<file path="src/rtl/seg7_value_scanner.sv">
// 4-digit common-anode 7-segment scanner with frame-aligned value commit.
// Optional build macro SEG7_LEADING_ZERO_BLANK_EN blanks leading zero digits.
module seg7_value_scanner #(
   parameter int SCAN_DIV  = 50000,
   parameter int BLINK_DIV = 25000000
) (
   input  logic        clk,
   input  logic        rst_n,
   input  logic        wr_en,
   input  logic [15:0] wr_data,
   input  logic        wr_blink,
   output logic        ready,
   output logic        wr_drop,
   output logic [15:0] cur_value,
   output logic [10:0] display_out
);

   localparam int SW = $clog2(SCAN_DIV);
   localparam int BW = $clog2(BLINK_DIV);

   logic [SW-1:0] scan_cnt;
   logic [BW-1:0] blink_cnt;
   logic [1:0]    idx;
   logic          blink_phase;
   logic [15:0]   pend_value;
   logic          pend_blink;
   logic          act_blink;

   logic          scan_wrap;
   logic          blink_wrap;
   logic          frame_end;
   logic          accept;
   logic [3:0]    nib;
   logic [3:0]    lz;
   logic [10:0]   disp_nxt;

   function automatic logic [6:0] hex7(input logic [3:0] n);
      logic [6:0] s;
      s = 7'h7F;
      unique case (n)
         4'h0: s = 7'b0000001;
         4'h1: s = 7'b1001111;
         4'h2: s = 7'b0010010;
         4'h3: s = 7'b0000110;
         4'h4: s = 7'b1001100;
         4'h5: s = 7'b0100100;
         4'h6: s = 7'b0100000;
         4'h7: s = 7'b0001111;
         4'h8: s = 7'b0000000;
         4'h9: s = 7'b0000100;
         4'hA: s = 7'b0001000;
         4'hB: s = 7'b1100000;
         4'hC: s = 7'b0110001;
         4'hD: s = 7'b1000010;
         4'hE: s = 7'b0110000;
         4'hF: s = 7'b0111000;
      endcase
      return s;
   endfunction

   assign scan_wrap  = (scan_cnt == SW'(SCAN_DIV - 1));
   assign blink_wrap = (blink_cnt == BW'(BLINK_DIV - 1));
   assign frame_end  = scan_wrap && (idx == 2'd3);
   assign accept     = wr_en && ready;

`ifdef SEG7_LEADING_ZERO_BLANK_EN
   assign lz[3] = (cur_value[15:12] == 4'h0);
   assign lz[2] = lz[3] && (cur_value[11:8] == 4'h0);
   assign lz[1] = lz[2] && (cur_value[7:4] == 4'h0);
   assign lz[0] = 1'b0;
`else
   assign lz = 4'b0000;
`endif

   always_comb begin
      nib = 4'h0;
      unique case (idx)
         2'd0: nib = cur_value[3:0];
         2'd1: nib = cur_value[7:4];
         2'd2: nib = cur_value[11:8];
         2'd3: nib = cur_value[15:12];
      endcase
   end

   always_comb begin
      disp_nxt = 11'h7FF;
      if (!(act_blink && blink_phase) && !lz[idx])
         disp_nxt = {~(4'b0001 << idx), hex7(nib)};
   end

   always_ff @(posedge clk or negedge rst_n) begin
      if (!rst_n) begin
         scan_cnt    <= '0;
         idx         <= 2'd0;
      end else if (scan_wrap) begin
         scan_cnt    <= '0;
         idx         <= idx + 2'd1;
      end else begin
         scan_cnt    <= scan_cnt + SW'(1);
      end
   end

   always_ff @(posedge clk or negedge rst_n) begin
      if (!rst_n) begin
         blink_cnt   <= '0;
         blink_phase <= 1'b0;
      end else if (blink_wrap) begin
         blink_cnt   <= '0;
         blink_phase <= ~blink_phase;
      end else begin
         blink_cnt   <= blink_cnt + BW'(1);
      end
   end

   // ready doubles as "nothing pending": accept needs it high,
   // commit needs it low, so the two can never collide.
   always_ff @(posedge clk or negedge rst_n) begin
      if (!rst_n) begin
         ready      <= 1'b1;
         wr_drop    <= 1'b0;
         pend_value <= 16'h0000;
         pend_blink <= 1'b0;
         cur_value  <= 16'h0000;
         act_blink  <= 1'b0;
      end else begin
         wr_drop <= wr_en && !ready;
         if (accept) begin
            pend_value <= wr_data;
            pend_blink <= wr_blink;
            ready      <= 1'b0;
         end else if (frame_end && !ready) begin
            cur_value  <= pend_value;
            act_blink  <= pend_blink;
            ready      <= 1'b1;
         end
      end
   end

   always_ff @(posedge clk or negedge rst_n) begin
      if (!rst_n)
         display_out <= 11'h7FF;
      else
         display_out <= disp_nxt;
   end

endmodule

</file>
<file path="config.mk">
export PLATFORM = sky130hd
export DESIGN_NAME = seg7_value_scanner
export DESIGN_NICKNAME = d
export VERILOG_FILES = /design/src/rtl/seg7_value_scanner.sv
export SDC_FILE = /design/constraint.sdc
export NUM_CORES = 1
export LEC_CHECK = 0
export BUFFER_PORTS_ARGS = -buffer_cell sky130_fd_sc_hd__buf_2
export CORE_UTILIZATION = 55
export DETAILED_ROUTE_END_ITERATION = 8
export PLACE_DENSITY = 0.87
export SETUP_SLACK_MARGIN = 0.05
export SKIP_LAST_GASP = 1
export SLEW_MARGIN = 10
export SYNTH_ARGS = -nofsm -noshare
export SYNTH_HDL_FRONTEND = slang
export SYNTH_SLANG_ARGS = --single-unit
</file>
<file path="constraint.sdc">
create_clock -name clk -period 5.1 [get_ports clk]
set_input_delay 1.53 -clock clk [delete_from_list [all_inputs] [get_ports clk]]
set_output_delay 1.53 -clock clk [all_outputs]
set_load 0.02 [all_outputs]
</file>
# Word level (Yosys, flattened, before mapping)
# Memory sizes are Yosys's and may differ from the RTL's.
# Index checks and enable logic that the tools add are counted.
[word_totals]
regBits = 91
latch_bits = 0
mem_bits_rw = 0
rom_bits = 112
wordCells = 45
mem_count = 1
[classes]
addsub = 3
n_mul = 0
n_div = 0
magnitude_cmp = 1
n_eq_ne = 5
shifts = 1
n_mux = 8
bitwise = 3
reduce_logical = 12
[memory_table]
columns = ["memory", "words", "word_bits", "rd", "rd_ports_with_merged_regs", "write_ports", "line_no", "text"]
rows = [
  ["(no name shown)", 16, 7, 1, 0, 0, "40", "unique case (n)"],
]
[ops]
columns = ["cell", "n"]
rows = [
  ["adder 25 x 1 -> 25 bit (second input constant)", 1],
  ["== test 25 bit (second input constant)", 1],
  ["2-to-1 mux 25 bit", 1],
  ["adder 16 x 1 -> 16 bit (second input constant)", 1],
  ["== test 16 bit (second input constant)", 1],
  ["2-to-1 mux 16 bit", 1],
  ["one-hot mux 4 bit (4 select lines)", 1],
  ["2-to-1 mux 11 bit", 1],
  ["logical AND 1 bit", 6],
  ["== test 2 bit (second input constant)", 2],
  ["inverter 4 bit", 1],
  ["<< shifter 1 x 2 -> 4 bit (first input constant)", 1],
  ["zero test 1 bit", 3],
  ["less-than comparator 2 x 3 -> 1 bit (second input constant)", 1],
  ["2-to-1 mux 1 bit", 3],
  ["adder 2 x 1 -> 2 bit (second input constant)", 1],
  ["binary-select mux 1 bit (select 2 bit)", 1],
  ["== test 2 x 1 -> 1 bit (second input constant)", 1],
  ["zero test 2 bit", 1],
  ["inverter 1 bit", 2],
  ["AND reduction 2 bit", 1],
  ["nonzero test 2 bit", 1],
]

# Logic depth before layout (Yosys ltp)
# Gate-level depths: netlist of the first run.
[logic_depth]
word_depth = 5
mapped_depth = 10
ltp_nobuf = 10

# Worst setup path after synthesis of the first run
# OpenSTA, ideal clock, no wires.
[synth_path]
path_type = "input-to-reg"
startpoint = "input wr_en"
endpoint = "register pend_value[10]"
arrival_time_ns = 2.445
setup_slack_ns = 2.530
path_stages = 3
path_cell_list = "nand2_1 > clkbuf_1 > mux2_2"
[synth_between]
elab_chain_cells = 1
[synth_rtl]
columns = ["item", "line_no", "text"]
rows = [
  ["start, declared", "9", "input logic wr_en,"],
  ["logical AND 1 bit", "64", "assign accept = wr_en && ready;"],
  ["end signal, assigned", "128", "pend_value <= wr_data;"],
  ["end, declared", "25", "logic [15:0] pend_value;"],
]
# Every way passes these cells.
# A chain may end at the register's enable or synchronous reset.

# Final worst setup path of the first run
[layout_path]
startpoint = "register scan_cnt[12]"
endpoint = "register act_blink"
[layout_between]
elab_chain_cells = 4
[layout_rtl]
columns = ["item", "line_no", "text"]
rows = [
  ["start, declared", "21", "logic [SW-1:0] scan_cnt;"],
  ["start signal, assigned", "99", "scan_cnt <= scan_cnt + SW'(1);"],
  ["== test 16 bit", "61", "assign scan_wrap = (scan_cnt == SW'(SCAN_DIV - 1));"],
  ["logical AND 1 bit", "63", "assign frame_end = scan_wrap && (idx == 2'd3);"],
  ["logical AND 1 bit", "131", "end else if (frame_end && !ready) begin"],
  ["AND reduction 2 bit (no source line)", "n/a", ""],
  ["end signal, assigned", "133", "act_blink <= pend_blink;"],
  ["end, declared", "27", "logic act_blink;"],
]
# Every way passes these cells.

==> metrics.csv, run 1 <==
stage,metric,value,unit
synth,synth-edff-count,0,
floorplanning,die_area,7780,sq um
synth,synth_fa_ha_area_frac,0.0398,
grt,grt_overflow,0,
drt,drt_first_pass_iters,4,
clock_network,post_cts_resized,0,
synth,async_reset_ff_frac,1.00,
floorplanning,io_pins,49,
synth,synthDistinctLibCells,41,
drt,ant_nets,0,
synth,syn_inst,349,
power_and_ir_drop,max-vdd-ir-drop,0.195,mV
synth,synth_area_leaders,"dfrtp_1 (48%), dfstp_2 (7.7%), mux2_2 (6.9%), xor2_1 (4.3%), ha_1 (4.0%)",
drt,wl_per_cell,15.0,um
sta,rsz0062_at_grt,no,
power_and_ir_drop,power.leakage,0.00230,uW
worst_setup_path,worstPathRequired,5.33,ns
sta,hold_viol_final,0,
synth,seq_area_frac_synth,0.561,
drt,avgViaCountPerCell,5.51,
clock_network,cts_buffer_depth,2,
drt,drc,0,
grt,grt_max_degree,92,
drt,wl,7560,um
sta,fin_tns_setup,0,ns
layout,antennaDiodeCount,0,
floorplanning,fp.dieH,88.2,um
synth,yosysMostFrequentCell,dfrtp_1,
place,numPortBuffers,48,
power_and_ir_drop,power.density,273,nW/um^2
sta,clock_skew,0.00959,ns
clock_network,postCtsSetupRepairBufs,0,
synth,ys_warn_count,0,
floorplanning,die_w,88.2,um
synth,synthMuxAreaShare,0.101,
clock_network,root_buffer,clkbuf_8,
synth,synth-simple-area-share,0.153,
worst_setup_path,start_kind,flop,
clock_network,tritoncts,built,
worst_setup_path,path_class,flop to flop,
synth,synth_top_family_by_area,simple AND/OR/NAND/NOR gates,
floorplanning,initial_utilization,0.567,
synth,synth.top_cell.area_share,0.483,
place,post-dp-hpwl,5320,um
layout,design_area,4630,sq um
worst_setup_path,crit_arrival,3.26,ns
sta,final.min_clock_period,3.03,ns
sta,setup_viol,0,
clock_network,clk_pin_slew,0.09,ns
sta,tightest_slew,1.11,ns
worst_setup_path,worst_setup_path_end_kind,flop,
floorplanning,coreArea,7210,sq um
worst_setup_path,crit_chain,or4_4 > nor4_4 > and3b_1 > mux2_2,
layout,drive_above_1_share,0.257,
synth,syn_nets,382,
clock_network,cts_made_buffers,9,
worst_setup_path,slowest_delay,0.83,ns
synth,synth_compound_area_frac,0.0435,
synth,ys_seq_elements,91,
sta,fmax,331,MHz
grt,track_usage,0.219,
sta,max_slew_margin,0.255,
drt,drtIter0Drc,223,
worst_setup_path,crit_slowest_cell,and3b_1,
sta,fin_crit_sh,0.593,
drt,via_count,2777,
layout,n_fill_cell,541,
clock_network,htreeDepth,3,
grt,grt_first_pass_wirelength,12900,um
clock_network,clk_latency,0.35,ns
run,maxCapViolations,0,
synth,synth_top_cell_by_area,dfrtp_1,
synth,syn_area_per_cell,11.7,sq um
floorplanning,row_count,31,
grt,grt_pass1_vias,2765,
synth,ys_top_cells_by_count,"dfrtp_1 (79), nor2_1 (34), nand2_1 (27)",
synth,synth_xor_area_frac,0.0771,
worst_setup_path,crit_fanout,18,
clock_network,clkSinkCount,91,
outcome,outcome,completed,
synth,syn_area,4090,sq um
hold_path,hold_path.class,flop to flop,
place,gp_congestion,0.834,
place,dpl_cell_area,4410,sq um
grt,antenna_found_initial,0,
clock_network,hold_buffers,0,
sta,finalMaxSlewViolations,0,
layout,area_delta_synth_final,13.3,%
layout,final_nets,433,
synth,synthFlopType,dfrtp_1,
placed cells by master (no fill, tap or decap), types with 2 or more instances in the layout:
cell / count
dfrtp_1: 79
buf_2: 47
nor2_1: 34
nand2_1: 27
mux2_2: 25
xor2_1: 20
xnor2_1: 16
inv_1: 15
nand3_1: 14
nor3_1: 13
ha_1: 13
dfstp_2: 12
nand4_1: 11
clkbuf_8: 10
mux2_1: 9
o21ai_0: 5
and3_1: 4
or3_1: 4
a21oi_1: 4
nor2b_1: 4
or2_2: 3
a222oi_1: 3
mux2i_1: 3
a221o_1: 3
nor4b_1: 2
nor4_1: 2
o221ai_1: 2
a21o_1: 2
clkbuf_1: 2
bufinv_16: 2
through the flow:
stage / instances / power, uW / worst slack [ns] / hold slack, ns / utilization
final: 504 / 1260 / 2.07 / 0.494 / 0.642
after global routing: 504 / 1310 / 2.00 / 0.516 / 0.642
after CTS: 504 / 1280 / 2.14 / 0.499 / 0.642
after detailed placement: 488 / 758 / 2.16 / 0.485 / 0.611
after global placement: 488 / 758 / 2.26 / 0.467 / 0.611
after floorplan: 349 / 737 / 2.53 / 0.455 / -
logic make-up after synthesis:
family                   Yosys count
AND/OR/NAND/NOR                  125
flip-flops                        91
multiplexers                      37
XOR/XNOR                          36
AO/OA/AOI/OAI                     24
buffers and inverters             23
adder cells (fa/ha/maj)           13
sequential cells by signal, summed over array words and instances (netlist names):
register and count:
ready 1, act_blink 1, idx 2, blink_cnt 25, pend_value 16, pend_blink 1
display_out 11, scan_cnt 16, blink_phase 1, cur_value 16, wr_drop 1
where the power goes:
part	internal (uW)	switching, uW	total, uW
sequential	722	0.0606	722
combinational	5.75	15.8	21.5
clock	291	230	520
worst paths after layout:
kind / slack [ns] / from / depth (start not counted) / end
max: 2.07 / scan_cnt[12] / 4 / act_blink
min: 0.49 / blink_cnt[0] / 1 / blink_cnt[0]
max reg2reg: 2.07 / scan_cnt[12] / 4 / act_blink
min reg2reg: 0.49 / blink_cnt[0] / 1 / blink_cnt[0]
max in group asynchronous: 3.03 / rst_n / 1 / scan_cnt[5]
min in group asynchronous: 1.37 / rst_n / 1 / pend_value[8]
worst max-delay path: cells and delay by family, from the launching register on:
family / cells / cell delay [ns]
AND/OR/NAND/NOR: 3 / 2.04
multiplexers: 1 / 0.42
flip-flops: 1 / 0.43
per-layer routing:
layer  global-route usage  vias up  wire length, um
li1                     -     1305                -
met1                0.274     1404             3320
met2                0.373       58             3910
met3               0.0466       10              233
met4               0.0894        0               99
met5                    0        -                0
layout make-up:
type	count	area, sq um	area share
Multi-Input combinational cell	235	1700	0.366
Timing Repair Buffer	48	243	0.0524
Clock buffer	12	145	0.0313
Inverter	15	56.3	0.0122
Clock inverter	4	76.3	0.0165
Sequential cell	91	2290	0.495
Tap cell	99	124	0.0267
Power figures use the tool's default switching activity.
==> run 2, diff against run 1 <==
clock period = 3 ns   (was 5.1 ns; I/O delays follow)
==> metrics.csv, run 2 (synthesized netlist as in run 1, its figures left out) <==
stage,metric,value,unit,change
floorplanning,fp.dieH,88.2,um,unchanged
place,post-dp-hpwl,5410,um,was 5320 um
grt,track_usage,0.225,,was 0.219
clock_network,post_cts_resized,0,,unchanged
floorplanning,die_w,88.2,um,unchanged
layout,drive_above_1_share,0.269,,was 0.257
worst_setup_path,start_kind,flop,,unchanged
worst_setup_path,worst_setup_path_end_kind,flop,,unchanged
power_and_ir_drop,power.density,438,nW/um^2,was 273 nW/um^2
drt,wl_met3,425,um,was 233 um
clock_network,clk_pin_slew,0.09,ns,about the same
drt,ant_nets,0,,unchanged
clock_network,root_buffer,clkbuf_8,,unchanged
sta,clock_skew,0.00684,ns,was 0.00959 ns
hold_path,hold_path.class,flop to flop,,unchanged
place,place_inst,492,,was 488
clock_network,clkSinkCount,91,,unchanged
worst_setup_path,crit_arrival,2.84,ns,was 3.26 ns
drt,wl_met2,3660,um,was 3910 um
layout,final_common_cell,dfrtp_1,,unchanged
power_and_ir_drop,power.leakage,0.00230,uW,about the same
sta,setup_viol,0,,unchanged
power_and_ir_drop,switching_power,485,uW,was 246 uW
sta,finalMaxSlewViolations,0,,unchanged
grt,grt_overflow,0,,unchanged
floorplanning,row_count,31,,unchanged
drt,drt_first_pass_iters,4,,unchanged
layout,layoutNonFillerInstCount,508,,was 504
layout,top_register,blink_cnt,,unchanged
outcome,outcome,completed,,unchanged
drt,top_layer,met4,,unchanged
drt,avgViaCountPerCell,5.42,,was 5.51
clock_network,cts_buffer_depth,2,,unchanged
worst_setup_path,crit_fanout,7,,was 18
floorplanning,die_area,7780,sq um,unchanged
layout,final_nets,437,,was 433
floorplanning,initial_utilization,0.567,,unchanged
drt,wl,7680,um,was 7560 um
floorplanning,coreArea,7210,sq um,unchanged
clock_network,htreeDepth,3,,unchanged
grt,antenna_found_initial,0,,unchanged
grt,grt_first_pass_wirelength,13000,um,"was 12,900 um"
layout,largest_reg_flops,25,,unchanged
clock_network,postCtsSetupRepairBufs,0,,unchanged
grt,grt_max_degree,92,,unchanged
layout,design_area,4630,sq um,about the same
layout,antennaDiodeCount,0,,unchanged
run,maxCapViolations,0,,unchanged
sta,tightest_slew,0.883,ns,was 1.11 ns
place,gp_congestion,0.807,,was 0.834
sta,hold_viol_final,0,,unchanged
place,dpl_cell_area,4450,sq um,was 4410 sq um
sta,fmax,393,MHz,was 331 MHz
drt,wl_per_cell,15.1,um,was 15.0 um
sta,fin_tns_setup,0,ns,unchanged
clock_network,clk_latency,0.37,ns,was 0.35 ns
sta,max_slew_margin,0.411,,was 0.255
floorplanning,io_pins,49,,unchanged
layout,final_cell_mix,"dfrtp_1 (79), buf_2 (47), nor2_1 (34)",,unchanged
drt,via_count,2755,,"was 2,777"
worst_setup_path,path_class,flop to flop,,unchanged
power_and_ir_drop,max-vdd-ir-drop,0.348,mV,was 0.195 mV
layout,n_fill_cell,550,,was 541
clock_network,cts_made_buffers,9,,unchanged
grt,grt_pass1_vias,2739,,"was 2,765"
layout,area_delta_synth_final,13.2,%,was 13.3%
power_and_ir_drop,comb_power_share,0.020,,was 0.017
place,numPortBuffers,48,,unchanged
place,pre_cts_slack,0.500,ns,was 2.16 ns
sta,rsz0062_at_grt,no,,unchanged
drt,met1_length,3460,um,was 3320 um
sta,final.min_clock_period,2.54,ns,was 3.03 ns
sta,setup_slack,0.455,ns,was 2.07 ns
power_and_ir_drop,intPower,1540,uW,was 1020 uW
drt,drtIter0Drc,145,,was 223
clock_network,tritoncts,built,,unchanged
power_and_ir_drop,pwr-share-clk,0.375,,was 0.412
power_and_ir_drop,power.share.sequential,0.605,,was 0.571
power_and_ir_drop,netSwitchingFraction,0.239,,was 0.194
clock_network,hold_buffers,0,,unchanged
drt,drc,0,,unchanged
sta,fin_crit_sh,0.848,,was 0.593
worst_setup_path,worstPathRequired,3.30,ns,was 5.33 ns
[run 2: cell count changes in the layout (fill, tap and decap cells not counted), sizes merged]
cell	change
bufinv	-2
clkinv	+2
buf	+4
inv	+2
clkinvlp	+1
clkbuf	-3
[run 2: power by group through the flow]
stage	Clock (uW)	Sequential, uW	Combinational (uW)
after global placement	0	1250	41.5
after floorplan	0	1250	0.943
after CTS	768	1230	42.2
after detailed placement	0	1250	42.3
final	762	1230	40.6
after global routing	830	1230	47.5
[run 2: worst max-delay path, stage by stage, from the launching register on]
cell,delay [ns]
dfrtp_1,0.42
inv_1,0.15
ha_1,0.21
inv_1,0.10
o21ai_0,0.65
inv_1,0.16
ha_1,0.26
or3_1,0.37
o221ai_1,0.08
nand2_1,0.07
[run 2: routing by layer]
| metal | up-vias | track usage |
|---|---|---|
| met5 | - | 0 |
| met4 | 0 | 0.113 |
| met3 | 11 | 0.0429 |
| met2 | 79 | 0.362 |
| met1 | 1349 | 0.294 |
| li1 | 1316 | - |
[run 2: metrics by stage]
stage                     power, uW   util  hold slack (ns)
after detailed placement       1290  0.617            0.477
after floorplan                1250      -            0.455
final                          2030  0.642            0.494
after global placement         1290  0.617            0.465
after global routing           2100  0.642            0.511
after CTS                      2040  0.642            0.495
[run 2: path summary, 6_finish.rpt]
path,from,to,slack (ns),depth (start not counted)
worst min register to register,pend_value[11],cur_value[11],0.49,1
min in group asynchronous,rst_n,pend_value[1],0.56,2
worst max register to register,idx[0],display_out[6],0.46,9
worst min-delay path,pend_value[11],cur_value[11],0.49,1
max in group asynchronous,rst_n,display_out[5],2.08,2
worst max-delay path,idx[0],display_out[6],0.46,9
[run 2: final cells by class]
class,count,area [sq um],area share
tap,99,124,0.0268
timing repair buffer,52,285,0.0616
sequential,91,2290,0.495
clock buffer,9,124,0.0268
multi-input combinational,235,1700,0.366
inverter,15,56.3,0.0122
clock inverter,7,51.3,0.0111
